## src/rtl/ifft_seq_pkg.sv

```systemverilog
// Shared types and constants for the IFFT frame sequencer.
// The optional conjugate-mirror lookup is enabled by the macro IFFT_SEQ_HERMITIAN_EN.
package ifft_seq_pkg;

    localparam int P_NFFT_LOG2 = 10;
    localparam int P_NTAB      = 8;
    localparam int P_AW        = 12;
    localparam int N           = 1 << P_NFFT_LOG2;

    // Config word for the IFFT core: bit0 = 0 selects the inverse transform
    localparam logic [7:0] CFG_INVERSE = 8'h00;

    typedef enum logic [1:0] {
        IDLE   = 2'd0,
        CFG    = 2'd1,
        STREAM = 2'd2,
        DONE   = 2'd3
    } state_t;

    typedef struct packed {
        logic                   en;
        logic [P_NFFT_LOG2-1:0] bin;
        logic signed [P_AW-1:0] re;
        logic signed [P_AW-1:0] im;
    } tab_entry_t;

    // Sign-extend one amplitude component to the 24-bit IFFT input lane
    function automatic logic [23:0] sext24(input logic [P_AW-1:0] v);
        return {{(24 - P_AW){v[P_AW-1]}}, v};
    endfunction

endpackage

```

## src/rtl/ifft_seq_bin_lookup.sv

```systemverilog
// Parallel bin lookup: compares every harmonic table entry against the
// requested bin, lowest-indexed enabled match wins, result is registered.
// With IFFT_SEQ_HERMITIAN_EN defined, entries with 0 < bin < N/2 also answer
// for bin N-bin with the conjugate value; direct matches always win.
module ifft_seq_bin_lookup
    import ifft_seq_pkg::*;
#(
    parameter int NFFT_LOG2 = P_NFFT_LOG2,
    parameter int NTAB      = P_NTAB,
    parameter int AW        = P_AW
) (
    input  logic                  clk,
    input  logic                  rst,
    input  logic                  i_load,
    input  logic [NFFT_LOG2-1:0]  i_addr,
    input  tab_entry_t [NTAB-1:0] i_tab,
    output logic signed [AW-1:0]  o_re,
    output logic signed [AW-1:0]  o_im
);

    logic [NTAB-1:0]      w_direct;
    logic signed [AW-1:0] w_sel_re;
    logic signed [AW-1:0] w_sel_im;
    logic signed [AW-1:0] r_re;
    logic signed [AW-1:0] r_im;

    for (genvar gi = 0; gi < NTAB; gi++) begin : g_direct
        assign w_direct[gi] = i_tab[gi].en && (i_tab[gi].bin == i_addr);
    end

`ifdef IFFT_SEQ_HERMITIAN_EN
    logic [NTAB-1:0] w_mirror;

    for (genvar gi = 0; gi < NTAB; gi++) begin : g_mirror
        logic [NFFT_LOG2-1:0] w_mirror_bin;
        // N - bin, taken modulo N; only meaningful for bins in the lower half
        assign w_mirror_bin = ~i_tab[gi].bin + 1'b1;
        assign w_mirror[gi] = i_tab[gi].en
                           && (i_tab[gi].bin != '0)
                           && !i_tab[gi].bin[NFFT_LOG2-1]
                           && (w_mirror_bin == i_addr);
    end
`endif

    // Priority select: scan high to low so the lowest index is assigned last;
    // mirror hits are applied first so any direct hit overrides them
    always_comb begin
        w_sel_re = '0;
        w_sel_im = '0;
`ifdef IFFT_SEQ_HERMITIAN_EN
        for (int i = NTAB - 1; i >= 0; i--) begin
            if (w_mirror[i]) begin
                w_sel_re = i_tab[i].re;
                w_sel_im = -i_tab[i].im;
            end
        end
`endif
        for (int i = NTAB - 1; i >= 0; i--) begin
            if (w_direct[i]) begin
                w_sel_re = i_tab[i].re;
                w_sel_im = i_tab[i].im;
            end
        end
    end

    // Output register only moves on a load, which keeps tdata stable in stalls
    always_ff @(posedge clk) begin
        if (rst) begin
            r_re <= '0;
            r_im <= '0;
        end else if (i_load) begin
            r_re <= w_sel_re;
            r_im <= w_sel_im;
        end
    end

    assign o_re = r_re;
    assign o_im = r_im;

endmodule

```

## src/rtl/ifft_frame_sequencer.sv

```systemverilog
// Generates one frequency-domain frame per request for the xfft_1 IFFT core:
// config word on the cfg channel, then N bins on the data channel with tlast
// on bin N-1. Spectrum comes from a small harmonic table writable while idle.
// Optional macro IFFT_SEQ_HERMITIAN_EN adds conjugate mirroring in the lookup.
module ifft_frame_sequencer
    import ifft_seq_pkg::*;
#(
    parameter int NFFT_LOG2 = P_NFFT_LOG2,
    parameter int NTAB      = P_NTAB,
    parameter int AW        = P_AW
) (
    input  logic                    clk,
    input  logic                    rst,
    input  logic                    start,
    input  logic                    continuous,
    input  logic                    tab_we,
    input  logic [$clog2(NTAB)-1:0] tab_addr,
    input  logic                    tab_en,
    input  logic [NFFT_LOG2-1:0]    tab_bin,
    input  logic signed [AW-1:0]    tab_re,
    input  logic signed [AW-1:0]    tab_im,
    output logic                    tab_err,
    output logic [7:0]              cfg_tdata,
    output logic                    cfg_tvalid,
    input  logic                    cfg_tready,
    output logic [47:0]             m_tdata,
    output logic                    m_tvalid,
    input  logic                    m_tready,
    output logic                    m_tlast,
    output logic                    busy,
    output logic                    frame_done
);

    localparam logic [NFFT_LOG2-1:0] LAST_BIN = NFFT_LOG2'(N - 1);

    state_t                r_state;
    logic [NFFT_LOG2-1:0]  r_bin;
    logic                  r_cfg_tvalid;
    logic                  r_m_tvalid;
    logic                  r_m_tlast;
    logic                  r_frame_done;
    logic                  r_tab_err;
    tab_entry_t [NTAB-1:0] r_tab;

    logic [NFFT_LOG2-1:0]  w_next_bin;
    logic [NFFT_LOG2-1:0]  w_lookup_addr;
    logic                  w_lookup_load;
    logic signed [AW-1:0]  w_re;
    logic signed [AW-1:0]  w_im;

    assign w_next_bin = r_bin + 1'b1;

    // Prefetch: bin 0 on the cfg handshake, then the following bin on each
    // data handshake, so the registered lookup keeps up with one beat per clk
    assign w_lookup_load = ((r_state == CFG) && cfg_tready)
                        || ((r_state == STREAM) && m_tready && !r_m_tlast);
    assign w_lookup_addr = (r_state == CFG) ? '0 : w_next_bin;

    // Frame sequencing: IDLE -> CFG -> STREAM -> DONE -> (CFG | IDLE)
    always_ff @(posedge clk) begin
        if (rst) begin
            r_state      <= IDLE;
            r_bin        <= '0;
            r_cfg_tvalid <= 1'b0;
            r_m_tvalid   <= 1'b0;
            r_m_tlast    <= 1'b0;
            r_frame_done <= 1'b0;
        end else begin
            r_frame_done <= 1'b0;
            case (r_state)
                IDLE: begin
                    if (start) begin
                        r_state      <= CFG;
                        r_cfg_tvalid <= 1'b1;
                    end
                end
                CFG: begin
                    if (cfg_tready) begin
                        r_state      <= STREAM;
                        r_cfg_tvalid <= 1'b0;
                        r_m_tvalid   <= 1'b1;
                        r_bin        <= '0;
                        r_m_tlast    <= 1'b0;
                    end
                end
                STREAM: begin
                    if (m_tready) begin
                        if (r_m_tlast) begin
                            r_state      <= DONE;
                            r_m_tvalid   <= 1'b0;
                            r_m_tlast    <= 1'b0;
                            r_frame_done <= 1'b1;
                        end else begin
                            r_bin     <= w_next_bin;
                            r_m_tlast <= (w_next_bin == LAST_BIN);
                        end
                    end
                end
                DONE: begin
                    if (continuous) begin
                        r_state      <= CFG;
                        r_cfg_tvalid <= 1'b1;
                    end else begin
                        r_state <= IDLE;
                    end
                end
                default: r_state <= IDLE;
            endcase
        end
    end

    // Harmonic table: writable only while idle; busy writes are flagged
    always_ff @(posedge clk) begin
        if (rst) begin
            r_tab     <= '0;
            r_tab_err <= 1'b0;
        end else begin
            r_tab_err <= tab_we && (r_state != IDLE);
            if (tab_we && (r_state == IDLE)) begin
                r_tab[tab_addr] <= '{en: tab_en, bin: tab_bin, re: tab_re, im: tab_im};
            end
        end
    end

    ifft_seq_bin_lookup #(
        .NFFT_LOG2 (NFFT_LOG2),
        .NTAB      (NTAB),
        .AW        (AW)
    ) u_lookup (
        .clk    (clk),
        .rst    (rst),
        .i_load (w_lookup_load),
        .i_addr (w_lookup_addr),
        .i_tab  (r_tab),
        .o_re   (w_re),
        .o_im   (w_im)
    );

    assign cfg_tdata  = CFG_INVERSE;
    assign cfg_tvalid = r_cfg_tvalid;
    assign m_tvalid   = r_m_tvalid;
    assign m_tlast    = r_m_tlast;
    assign m_tdata    = {sext24(w_im), sext24(w_re)};
    assign busy       = (r_state != IDLE);
    assign frame_done = r_frame_done;
    assign tab_err    = r_tab_err;

endmodule

```

## config.mk

```make
export PLATFORM = sky130hd
export DESIGN_NAME = ifft_frame_sequencer
export DESIGN_NICKNAME = d
export VERILOG_FILES = /design/src/rtl/ifft_seq_pkg.sv /design/src/rtl/ifft_seq_bin_lookup.sv /design/src/rtl/ifft_frame_sequencer.sv
export SDC_FILE = /design/constraint.sdc
export NUM_CORES = 1
export LEC_CHECK = 0
export ABC_AREA = 1
export ABC_CLOCK_PERIOD_IN_PS = 7500
export CORE_ASPECT_RATIO = 0.7
export CORE_MARGIN = 2
export CORE_UTILIZATION = 35
export DETAILED_ROUTE_END_ITERATION = 7
export PLACE_DENSITY = 0.56
export SYNTH_ARGS = -nofsm -noshare
export SYNTH_HDL_FRONTEND = slang
export SYNTH_SLANG_ARGS = --single-unit
```

## constraint.sdc

```tcl
create_clock -name clk -period 7.5 [get_ports clk]
set_input_delay 1.125 -clock clk [delete_from_list [all_inputs] [get_ports clk]]
set_output_delay 1.125 -clock clk [all_outputs]
set_load 0.01 [all_outputs]
```

==> metrics.txt <==
status=finished, final reports clean; Congestion Overflow GR=0; CP Max Fanout=48; sequential share of the synthesized area=0.417; post-synthesis instance total=2274; Net Sw Power=1370 uW; Rows=64; Synth warnings=0; GP Congestion=0.834; # IOs=107; Tcrit/Tclk final=0.580; total global-route track usage=0.209; synthesized flop and latch total=321; Final Hold Fails=0; fin util=0.406; Post-DP HPWL=29800 um; WS Path Type=reg -> reg; wire per inst=16.8 um; Filler Cell Count=4543; root buf cell=clkbuf_16; Least-Margin Pin Slew=1.14 ns; ratio of cells with drive above 1 in the final layout=0.0654; Setup Fix Bufs, Post-CTS=0; worst path arrival time=4.81 ns; Vias=14400; fin area=0.0177 mm^2; Max Used Layer=met4; Clk pin slew, worst setup/hold paths=0.06 ns; CTS resizes=0; Clock Power Share=0.394; nets=2316; first-pass GRT wire length=76100 um; Post-synth EDFFs=0; maxcap violations=0; Comb power frac=0.186; Main synth FF type=dfxtp_1; Antenna Diode Count=0; RSZ-0062 raised after global routing=no; largest net degree at the start of global routing=185; P&R area growth vs syn=14.8%; Initial Utilization=0.354; Setup crit end kind=flop; Critical Path RT=7.96 ns; Slew headroom=0.242; CP Launch Type=flop; Chip Width=255 um; CTS max path bufs=3; detailed-route wire length=48400 um; vias in the first global route=13200; most common cell after layout, fill and taps aside=nor2_1; Max VDD drop=0.157 mV; Placement Cell Area=0.0165 mm^2; Total Power=4650 uW; Synth async-reset ratio=0; Leakage=0.00723 uW; DRT iter0 DRCs=1294; wl on met1=24300 um; final hold slack=0.449 ns; pwr dens=263 mW/mm^2; Final min period=4.35 ns; Mapped Area=0.0154 mm^2; share of power burned in registers=0.420; Post-route DRC=0; Max Slew Vio Count=0; synth unique cells=45; Die ar.=0.0458 mm^2; vias per cell=4.98; PortBufs=98; syn avg cell area=6.78 um^2; most frequent cells in the layout=nor2_1 (411), nand2_1 (375), o21ai_0 (336), dfxtp_1 (321), inv_1 (231); HP Class=reg -> reg; Sw Ratio=0.296; H-tree depth=2; Num CTS Buffers=37; core box area=0.0436 mm^2; clock latency on the worst-skew pair=0.53 ns; CTS tree=yes; Internal=3270 uW; total negative slack=0 ns; hold_buf cts=0; met3 WL post-DR=3330 um; final setup violation count=0; initial antenna violation count=0; Peak Freq=230 MHz; WL met2=20000 um; die height=180 um; Initial DRT Pass Iterations=5; clock sink count=321; remaining antenna violation count=0; clock skew=0.0103 ns
==> power by group through the flow <==
stage | combinational [uW] | sequential [uW] | clock [uW]
3_3_place_gp | 848 | 1980 | 0
3_5_place_dp | 858 | 1980 | 0
6_report | 864 | 1950 | 1830
4_1_cts | 864 | 1950 | 1860
5_1_grt | 956 | 1970 | 1930
2_1_floorplan | 530 | 1970 | 0
==> logic make-up after synthesis <==
family / count (synthesis) / synth area share
DFF: 321 / 0.417
and+or+nand+nor: 925 / 0.249
adders and majority gates: 6 / 0.00487
AOI/OAI and AO/OA: 564 / 0.191
buffers and inverters: 422 / 0.118
other: 1 / 0.000243
xor gates and xnor gates: 35 / 0.0204
==> worst paths after layout <==
| check | slack (ns) | cells after the start | to | start |
|---|---|---|---|---|
| max | 3.15 | 21 | u_lookup.o_im[7] | r_state[1] |
| min | 0.45 | 2 | r_tab[123] | r_tab[123] |
| min reg2reg | 0.45 | 2 | r_tab[123] | r_tab[123] |
| max reg2reg | 3.15 | 21 | u_lookup.o_im[7] | r_state[1] |
==> metrics by stage <==
stage | cells | worst slack [ns]
6_report | 2886 | 3.15
5_1_grt | 2886 | 2.68
4_1_cts | 2886 | 3.18
3_5_place_dp | 2820 | 3.13
3_3_place_gp | 2820 | 3.14
2_1_floorplan | 2281 | 4.94
==> cells in the mapped netlist, drive strengths merged, types with 2 or more instances <==
cell type  count  area (um^2)
or2            7         43.8
o2111ai        2         17.5
a21oi        211         1130
o21bai         2         18.8
nand3b         3         22.5
clkbuf       100          377
nor3b          2         15.0
xnor2         17          149
nor2         422         1620
clkinv         6         22.5
nand4         37          231
o21ai        338         1690
nand3         67          415
nor3           3         15.0
nor4           3         25.0
dfxtp        321         6430
o211ai         2         15.0
a22oi          3         22.5
inv          243          912
a31oi          2         12.5
ha             6         75.1
xor2          18          165
buf           73          502
nand2        381         1460
==> state kept, by name, summed over array words and instances (netlist names) <==
register,flops
u_lookup.o_im,12
r_bin,10
r_tab,280
tab_err,1
u_lookup.o_re,12
m_tlast,1
cfg_tvalid,1
frame_done,1
r_state,2
m_tvalid,1
==> worst max-delay path: stages (launching register included) <==
cell	delay [ns]
dfxtp_1	0.39
inv_1	0.10
ha_1	0.29
inv_2	0.49
nand3_1	0.56
nand2_1	0.19
inv_1	0.05
nor2_1	0.09
nand2_1	0.05
nor2_1	0.11
nand3_2	0.78
nor2_1	0.33
nor2_1	0.06
nand2_1	0.12
nand2_1	0.07
nand2_1	0.08
nand2_1	0.09
nand2_1	0.07
nand2_1	0.07
nand2_1	0.06
nand2_1	0.07
a21oi_2	0.12
==> final cells by class <==
| type | count | area (um^2) | share of cell area |
|---|---|---|---|
| Clock buffer | 53 | 1100 | 0.0620 |
| Clock inverter | 13 | 124 | 0.00700 |
| Inverter | 249 | 940 | 0.0531 |
| Multi-Input combinational cell | 1538 | 7230 | 0.408 |
| Sequential cell | 321 | 6430 | 0.363 |
| Tap cell | 594 | 743 | 0.0420 |
| Timing Repair Buffer | 118 | 1140 | 0.0646 |
==> layer usage <==
layer  GRT usage  up-vias
met3      0.0266       58
met2       0.307      469
met5           0        -
met1       0.323     6670
li1            -     7182
met4      0.0423        0
Note: power is estimated with default switching activity, not from simulation.
